===== config.mk =====
export PLATFORM = sky130hd
export DESIGN_NAME = fft_stage_sched
export DESIGN_NICKNAME = d
export VERILOG_FILES = /design/src/rtl/fft_ctrl_pkg.sv /design/src/rtl/fft_addr_gen.sv /design/src/rtl/fft_stage_sched.sv
export SDC_FILE = /design/constraint.sdc
export NUM_CORES = 1
export LEC_CHECK = 0
export BUFFER_PORTS_ARGS = -buffer_cell sky130_fd_sc_hd__buf_2
export CAP_MARGIN = 30
export CORE_ASPECT_RATIO = 1.1
export CORE_MARGIN = 10
export CORE_UTILIZATION = 54
export DETAILED_ROUTE_END_ITERATION = 10
export PLACE_DENSITY = 0.77
export SLEW_MARGIN = 20
export SYNTH_ARGS = -nofsm -noshare
export SYNTH_HDL_FRONTEND = slang
export SYNTH_SLANG_ARGS = --single-unit

===== constraint.sdc =====
create_clock -name clk_i -period 2.3 [get_ports clk_i]
set_input_delay 0.115 -clock clk_i [delete_from_list [all_inputs] [get_ports clk_i]]
set_output_delay 0.115 -clock clk_i [all_outputs]
set_load 0.01 [all_outputs]

===== src/rtl/fft_ctrl_pkg.sv =====
// rtl/fft_ctrl_pkg.sv - shared FSM encoding and size helpers for the FFT stage sequencer
package fft_ctrl_pkg;

   typedef enum logic [1:0] {
      ST_IDLE  = 2'd0,
      ST_ISSUE = 2'd1,
      ST_DRAIN = 2'd2,
      ST_FIN   = 2'd3
   } fft_state_t;

   // Transform length for a given log2 size
   function automatic int fft_n(input int n_log2);
      return 1 << n_log2;
   endfunction

   // Butterflies per stage
   function automatic int fft_half_n(input int n_log2);
      return fft_n(n_log2) / 2;
   endfunction

   // Drain counter must hold 1+latency
   function automatic int cnt_width(input int bf_latency);
      return $clog2(bf_latency + 2);
   endfunction

endpackage


===== src/rtl/fft_addr_gen.sv =====
// rtl/fft_addr_gen.sv - maps (stage, butterfly index) to radix-2 DIT pair and twiddle addresses
module fft_addr_gen #(
   parameter int N_LOG2 = 4
) (
   input  logic [N_LOG2-1:0] stage_i,
   input  logic [N_LOG2-2:0] k_i,
   output logic [N_LOG2-1:0] a_o,
   output logic [N_LOG2-1:0] b_o,
   output logic [N_LOG2-2:0] tw_o
);

   localparam int              LAST_I = N_LOG2 - 1;
   localparam logic [N_LOG2-1:0] LAST_S = LAST_I[N_LOG2-1:0];
   localparam logic [N_LOG2-1:0] ONE    = N_LOG2'(1);

   logic [N_LOG2-1:0] kx;
   logic [N_LOG2-1:0] span;
   logic [N_LOG2-1:0] pos;
   logic [N_LOG2-1:0] grp;
   logic [N_LOG2-1:0] a;

   // Group/position split of k; the lower leg sits one span above the upper leg
   always_comb begin
      kx   = {1'b0, k_i};
      span = ONE << stage_i;
      pos  = kx & (span - ONE);
      grp  = kx >> stage_i;
      a    = ((grp << stage_i) << 1) | pos;
      a_o  = a;
      b_o  = a | span;
      tw_o = (N_LOG2-1)'(pos << (LAST_S - stage_i));
   end

endmodule


===== src/rtl/fft_stage_sched.sv =====
// rtl/fft_stage_sched.sv - in-place radix-2 FFT stage sequencer with write-back delay line
module fft_stage_sched #(
   parameter int N_LOG2     = 4,
   parameter int BF_LATENCY = 2
) (
   input  logic              clk_i,
   input  logic              rst_i,
   input  logic              start_i,
   input  logic              inv_i,
   input  logic              hold_i,
   output logic              busy_o,
   output logic              done_o,
   output logic [N_LOG2-1:0] stage_o,
   output logic              rd_en_o,
   output logic [N_LOG2-1:0] rd_addr_a_o,
   output logic [N_LOG2-1:0] rd_addr_b_o,
   output logic [N_LOG2-2:0] tw_addr_o,
   output logic              tw_conj_o,
   output logic              wr_en_o,
   output logic [N_LOG2-1:0] wr_addr_a_o,
   output logic [N_LOG2-1:0] wr_addr_b_o
);

   import fft_ctrl_pkg::*;

   localparam int K_W    = N_LOG2 - 1;
   localparam int HALF_N = fft_half_n(N_LOG2);
   localparam int DEPTH  = 1 + BF_LATENCY;
   localparam int CNT_W  = cnt_width(BF_LATENCY);
   localparam int DLY_W  = 1 + 2 * N_LOG2;

   localparam int                K_LAST_I = HALF_N - 1;
   localparam logic [K_W-1:0]    K_LAST   = K_LAST_I[K_W-1:0];
   localparam int                S_LAST_I = N_LOG2 - 1;
   localparam logic [N_LOG2-1:0] S_LAST   = S_LAST_I[N_LOG2-1:0];
   localparam logic [CNT_W-1:0]  CNT_INIT = DEPTH[CNT_W-1:0];

   fft_state_t        state_q, state_d;
   logic [N_LOG2-1:0] stage_q, stage_d;
   logic [K_W-1:0]    k_q, k_d;
   logic [CNT_W-1:0]  cnt_q, cnt_d;
   logic              inv_q, inv_d;
   logic              issue;

   logic [N_LOG2-1:0] gen_a, gen_b;
   logic [N_LOG2-2:0] gen_tw;

   logic [DEPTH-1:0][DLY_W-1:0] dly_q;

   fft_addr_gen #(
      .N_LOG2 (N_LOG2)
   ) u_addr_gen (
      .stage_i (stage_q),
      .k_i     (k_q),
      .a_o     (gen_a),
      .b_o     (gen_b),
      .tw_o    (gen_tw)
   );

   // Control state register
   always_ff @(posedge clk_i) begin
      if (rst_i) begin
         state_q <= ST_IDLE;
         stage_q <= '0;
         k_q     <= '0;
         cnt_q   <= '0;
         inv_q   <= 1'b0;
      end else begin
         state_q <= state_d;
         stage_q <= stage_d;
         k_q     <= k_d;
         cnt_q   <= cnt_d;
         inv_q   <= inv_d;
      end
   end

   // Next-state: issue N/2 pairs per stage, then drain until the last write has landed
   always_comb begin
      state_d = state_q;
      stage_d = stage_q;
      k_d     = k_q;
      cnt_d   = cnt_q;
      inv_d   = inv_q;
      issue   = 1'b0;
      case (state_q)
         ST_IDLE: begin
            if (start_i) begin
               inv_d   = inv_i;
               stage_d = '0;
               k_d     = '0;
               state_d = ST_ISSUE;
            end
         end
         ST_ISSUE: begin
            if (!hold_i) begin
               issue = 1'b1;
               if (k_q == K_LAST) begin
                  cnt_d   = CNT_INIT;
                  state_d = ST_DRAIN;
               end else begin
                  k_d = k_q + 1'b1;
               end
            end
         end
         ST_DRAIN: begin
            cnt_d = cnt_q - 1'b1;
            if (cnt_q == CNT_W'(1)) begin
               if (stage_q == S_LAST) begin
                  state_d = ST_FIN;
               end else begin
                  stage_d = stage_q + 1'b1;
                  k_d     = '0;
                  state_d = ST_ISSUE;
               end
            end
         end
         ST_FIN: begin
            state_d = ST_IDLE;
         end
         default: state_d = ST_IDLE;
      endcase
   end

   // Read-side addresses are forced to zero when no pair is issued
   assign rd_en_o     = issue;
   assign rd_addr_a_o = issue ? gen_a : '0;
   assign rd_addr_b_o = issue ? gen_b : '0;
   assign tw_addr_o   = issue ? gen_tw : '0;
   assign tw_conj_o   = inv_q & (state_q != ST_IDLE);
   assign busy_o      = (state_q == ST_ISSUE) || (state_q == ST_DRAIN);
   assign done_o      = (state_q == ST_FIN);
   assign stage_o     = stage_q;

   // Write-back delay line: free-running, so hold bubbles reappear as wr_en gaps
   always_ff @(posedge clk_i) begin
      if (rst_i) begin
         dly_q <= '0;
      end else begin
         dly_q <= {dly_q[DEPTH-2:0], {issue, rd_addr_a_o, rd_addr_b_o}};
      end
   end

   assign {wr_en_o, wr_addr_a_o, wr_addr_b_o} = dly_q[DEPTH-1];

endmodule


==> flow_metrics.py <==
metrics = {
    "power": {
        "peakVddDrop_mv": 0.629,
        "power_density_nw_per_um2": 997,
        "finalPower_mw": 1.97,
        "power.leakage_nw": 0.889,
    },
    "route": {
        "wl_um": 3690,
        "firstDrtPassIters": 4,
        "drc": 0,
        "drt_iter0_markers": 99,
        "num_vias": 1329,
        "postRouteAntennaNets": 0,
        "viasPerCell": 5.32,
        "post_drt_wl_per_cell_um": 14.8,
    },
    "grt": {
        "grtUsageMet1_pct": 15.8,
        "grt_use_met3_pct": 6.59,
        "grt_pass1_wl_um": 5890,
        "gr-total-overflow": 0,
        "grt_pass1_vias": 1247,
        "antenna_found_initial": 0,
        "grt_busiest_layer": "met2",
        "met2_usage_pct": 18.2,
        "grt_usage_pct": 12.6,
        "grt_max_degree": 34,
    },
    "timing": {
        "finalSetupViolations": 0,
        "whs_ns": 0.0183,
        "max_freq_ghz": 0.474,
        "tns_ns": 0,
        "skew_ns": 0.00533,
        "final_hold_viol_count": 0,
        "min_period_ns": 2.11,
        "slew_violations": 0,
        "tightest_slew_ns": 0.581,
        "finalWorstSetupSlack_ns": 0.191,
        "maxSlewHeadroom_pct": 61.3,
        "period_share_pct": 91.7,
        "rsz0062_at_grt": "no",
    },
    "clock_network": {
        "clk_pin_slew_ns": 0.11,
        "cts-htree-levels": 2,
        "tritoncts": "done",
        "clk_path_buf_depth": 2,
        "clock_latency_ns": 0.34,
        "ctsHoldBuffers": 0,
        "numCtsBuffers": 5,
        "root_buffer": "clkbuf_4",
        "cts_sinks": 39,
    },
    "yosys": {
        "ys_ff_latch": 39,
        "syn-num-nets": 204,
        "yosysUniqueCellTypes": 41,
        "syn_area_per_cell_um2": 9.22,
        "syn_area_um2": 1740,
        "synth_cells": 189,
        "yosys_warnings": 0,
        "ys_seq_area_share_pct": 44.8,
    },
    "cells_and_area": {
        "layout.cells.non_filler": 250,
        "drive_gt1_share_pct": 29.6,
        "syn_to_final_growth_pct": 13.6,
        "fin_nets": 230,
        "design_area_um2": 1980,
        "fin_util_pct": 64.4,
        "diodes": 0,
    },
    "placed_design": {
        "dpl_cell_area_um2": 1860,
        "gp_congestion": 0.819,
        "portBuffers": 32,
        "hpwl_um": 2630,
        "dp_slack_ns": 0.270,
        "place_inst": 239,
    },
    "setup_path": {
        "r2r_start": "stage_o[3]",
        "crit_cells": 7,
        "reg2reg_to": "stage_o[3]",
        "path_class": "reg2out",
        "critPathTopFamily": "simple AND/OR/NAND/NOR gates",
        "crit_buf_inv": 2,
        "worstPathArrival_ns": 1.99,
        "rr_worst_depth": 6,
        "worst_setup_path_end_kind": "output port",
        "crit_fanout": 10,
        "r2r_slack_ns": 0.32,
        "worstPathCellList": "nor4_4, inv_1, ha_1, nor2b_2, nand3b_1, a21boi_1, buf_2",
        "slowest_stage": "dfxtp_4",
        "critPathRequiredTime_ns": 2.18,
        "start_kind": "flip-flop",
        "slowest_delay_ns": 0.41,
    },
    "die": {
        "core_um2": 3070,
        "initial_core_util_pct": 56.7,
        "dieHeight_um": 79.6,
        "ios": 33,
        "rows": 21,
        "die-area_um2": 5900,
        "die_w_um": 74.2,
    },
    "outcome": {
        "status": "finished, final reports clean",
    },
    "worst_hold_path": {
        "worstHoldStart": "inv_i",
        "hold_path_class": "in2reg",
        "hold_path_end": "inv_q",
        "min_path_cells": 3,
    },
    "job": {
        "max_cap_viol_count": 0,
    },
}
[logic make-up after synthesis]
family | after synthesis | synth area share [%]
xor gates and xnor gates | 2 | 1.01
muxes | 3 | 2.01
adders and majority gates | 10 | 7.18
DFF | 39 | 44.8
AOI/OAI and AO/OA | 28 | 12.2
and+or+nand+nor | 78 | 24.5
buffers and inverters | 29 | 8.26
[flip-flops by register name (all words and copies together) (netlist names)]
register / count
cnt_q: 2
dly_q: 18
inv_q: 1
k_q: 3
stage_o: 4
state_q: 2
wr_addr_a_o: 4
wr_addr_b_o: 4
wr_en_o: 1
[cell usage after synthesis (all sizes together)]
cell type	number	share of area (%)
nor4	3	1.1
a221oi	2	1.4
ha	10	7.2
or2	2	0.72
and3	1	0.36
nor2	22	5.2
and2b	1	0.50
buf	13	4.8
o21ai	5	1.4
a31o	1	0.50
mux2i	2	1.1
nand3b	1	0.43
dfxtp	39	45
clkbuf	5	1.1
nor3	7	2.0
a211oi	2	1.6
nand4	3	1.1
a21boi	1	0.43
nor4b	1	0.86
a22oi	1	0.43
mux2	1	0.86
inv	11	2.4
o211ai	1	0.43
xnor2	1	0.50
nand2b	4	1.4
nand3	4	1.4
a21o	1	0.50
a2111oi	1	0.50
a21bo	1	0.93
nor2b	21	7.5
a21oi	9	2.6
nand2	7	1.5
a311oi	3	1.5
and2	1	0.36
xor2	1	0.50
[where the power goes]
group / internal (mW) / switching, mW / leakage, nW
Sequential: 0.741 / 0.0735 / 0.318
Combinational: 0.353 / 0.475 / 0.543
Clock: 0.118 / 0.214 / 0.0282
Total: 1.21 / 0.763 / 0.889
[how the worst max path moves through the flow]
stage,to,startpoint,slack [ns]
finish,tw_addr_o[2],stage_o[2],0.19
CTS,tw_addr_o[2],stage_o[2],0.0004
detailed placement,stage_o[3],stage_o[2],0.27
global route,rd_addr_a_o[2],stage_o[2],0.03
floorplan,tw_addr_o[2],stage_o[0],0.29
global placement,tw_addr_o[2],stage_o[2],0.33
[layer usage]
layer,share of wire (%),up-vias
met2,46,38
met5,0,-
met4,0.76,0
met1,45,606
met3,8.3,4
li1,-,681
[area by class of cell]
class,count,area (um2)
fillers,262,1090
multi-input cells,121,855
flip-flops and latches,39,790
repair buffers,37,198
well taps,34,42.5
clock buffers,6,41.3
inverters,11,41.3
clock inverters,2,12.5
[worst reg2reg max path: cells and delay by family (launching register included)]
kind | cells | cell delay (ns)
AO/OA/AOI/OAI | 2 | 0.61
flip-flops | 1 | 0.48
multiplexers | 1 | 0.31
adder cells (fa/ha/maj) | 1 | 0.22
AND/OR/NAND/NOR | 1 | 0.14
buffers and inverters | 1 | 0.11
[layout by cell type (no fill, tap or decap), types with 3 or more instances in the layout]
cell / netlist / routed
dfxtp_1: 39 / 36
buf_2: 4 / 32
nor2_1: 21 / 21
nor2b_1: 21 / 20
inv_1: 11 / 11
a21oi_1: 9 / 9
ha_1: 10 / 9
nand2_1: 7 / 7
nor3_1: 7 / 6
o21ai_0: 5 / 5
clkbuf_4: 0 / 5
buf_4: 8 / 5
nand2b_1: 4 / 4
nand3_1: 3 / 3
nand4_1: 3 / 3
a311oi_1: 3 / 3
[timing repair]
item / 4_1_cts / 5_1_grt
endpoints found under the setup margin: 6 / 7
resized for setup: 3 / 10
pin swaps: 0 / 1
endpoints found under the hold margin: 0 / 0
setup buffers: 0 / 3
gates cloned: 0 / 0
(Power assumes the default switching activity.)
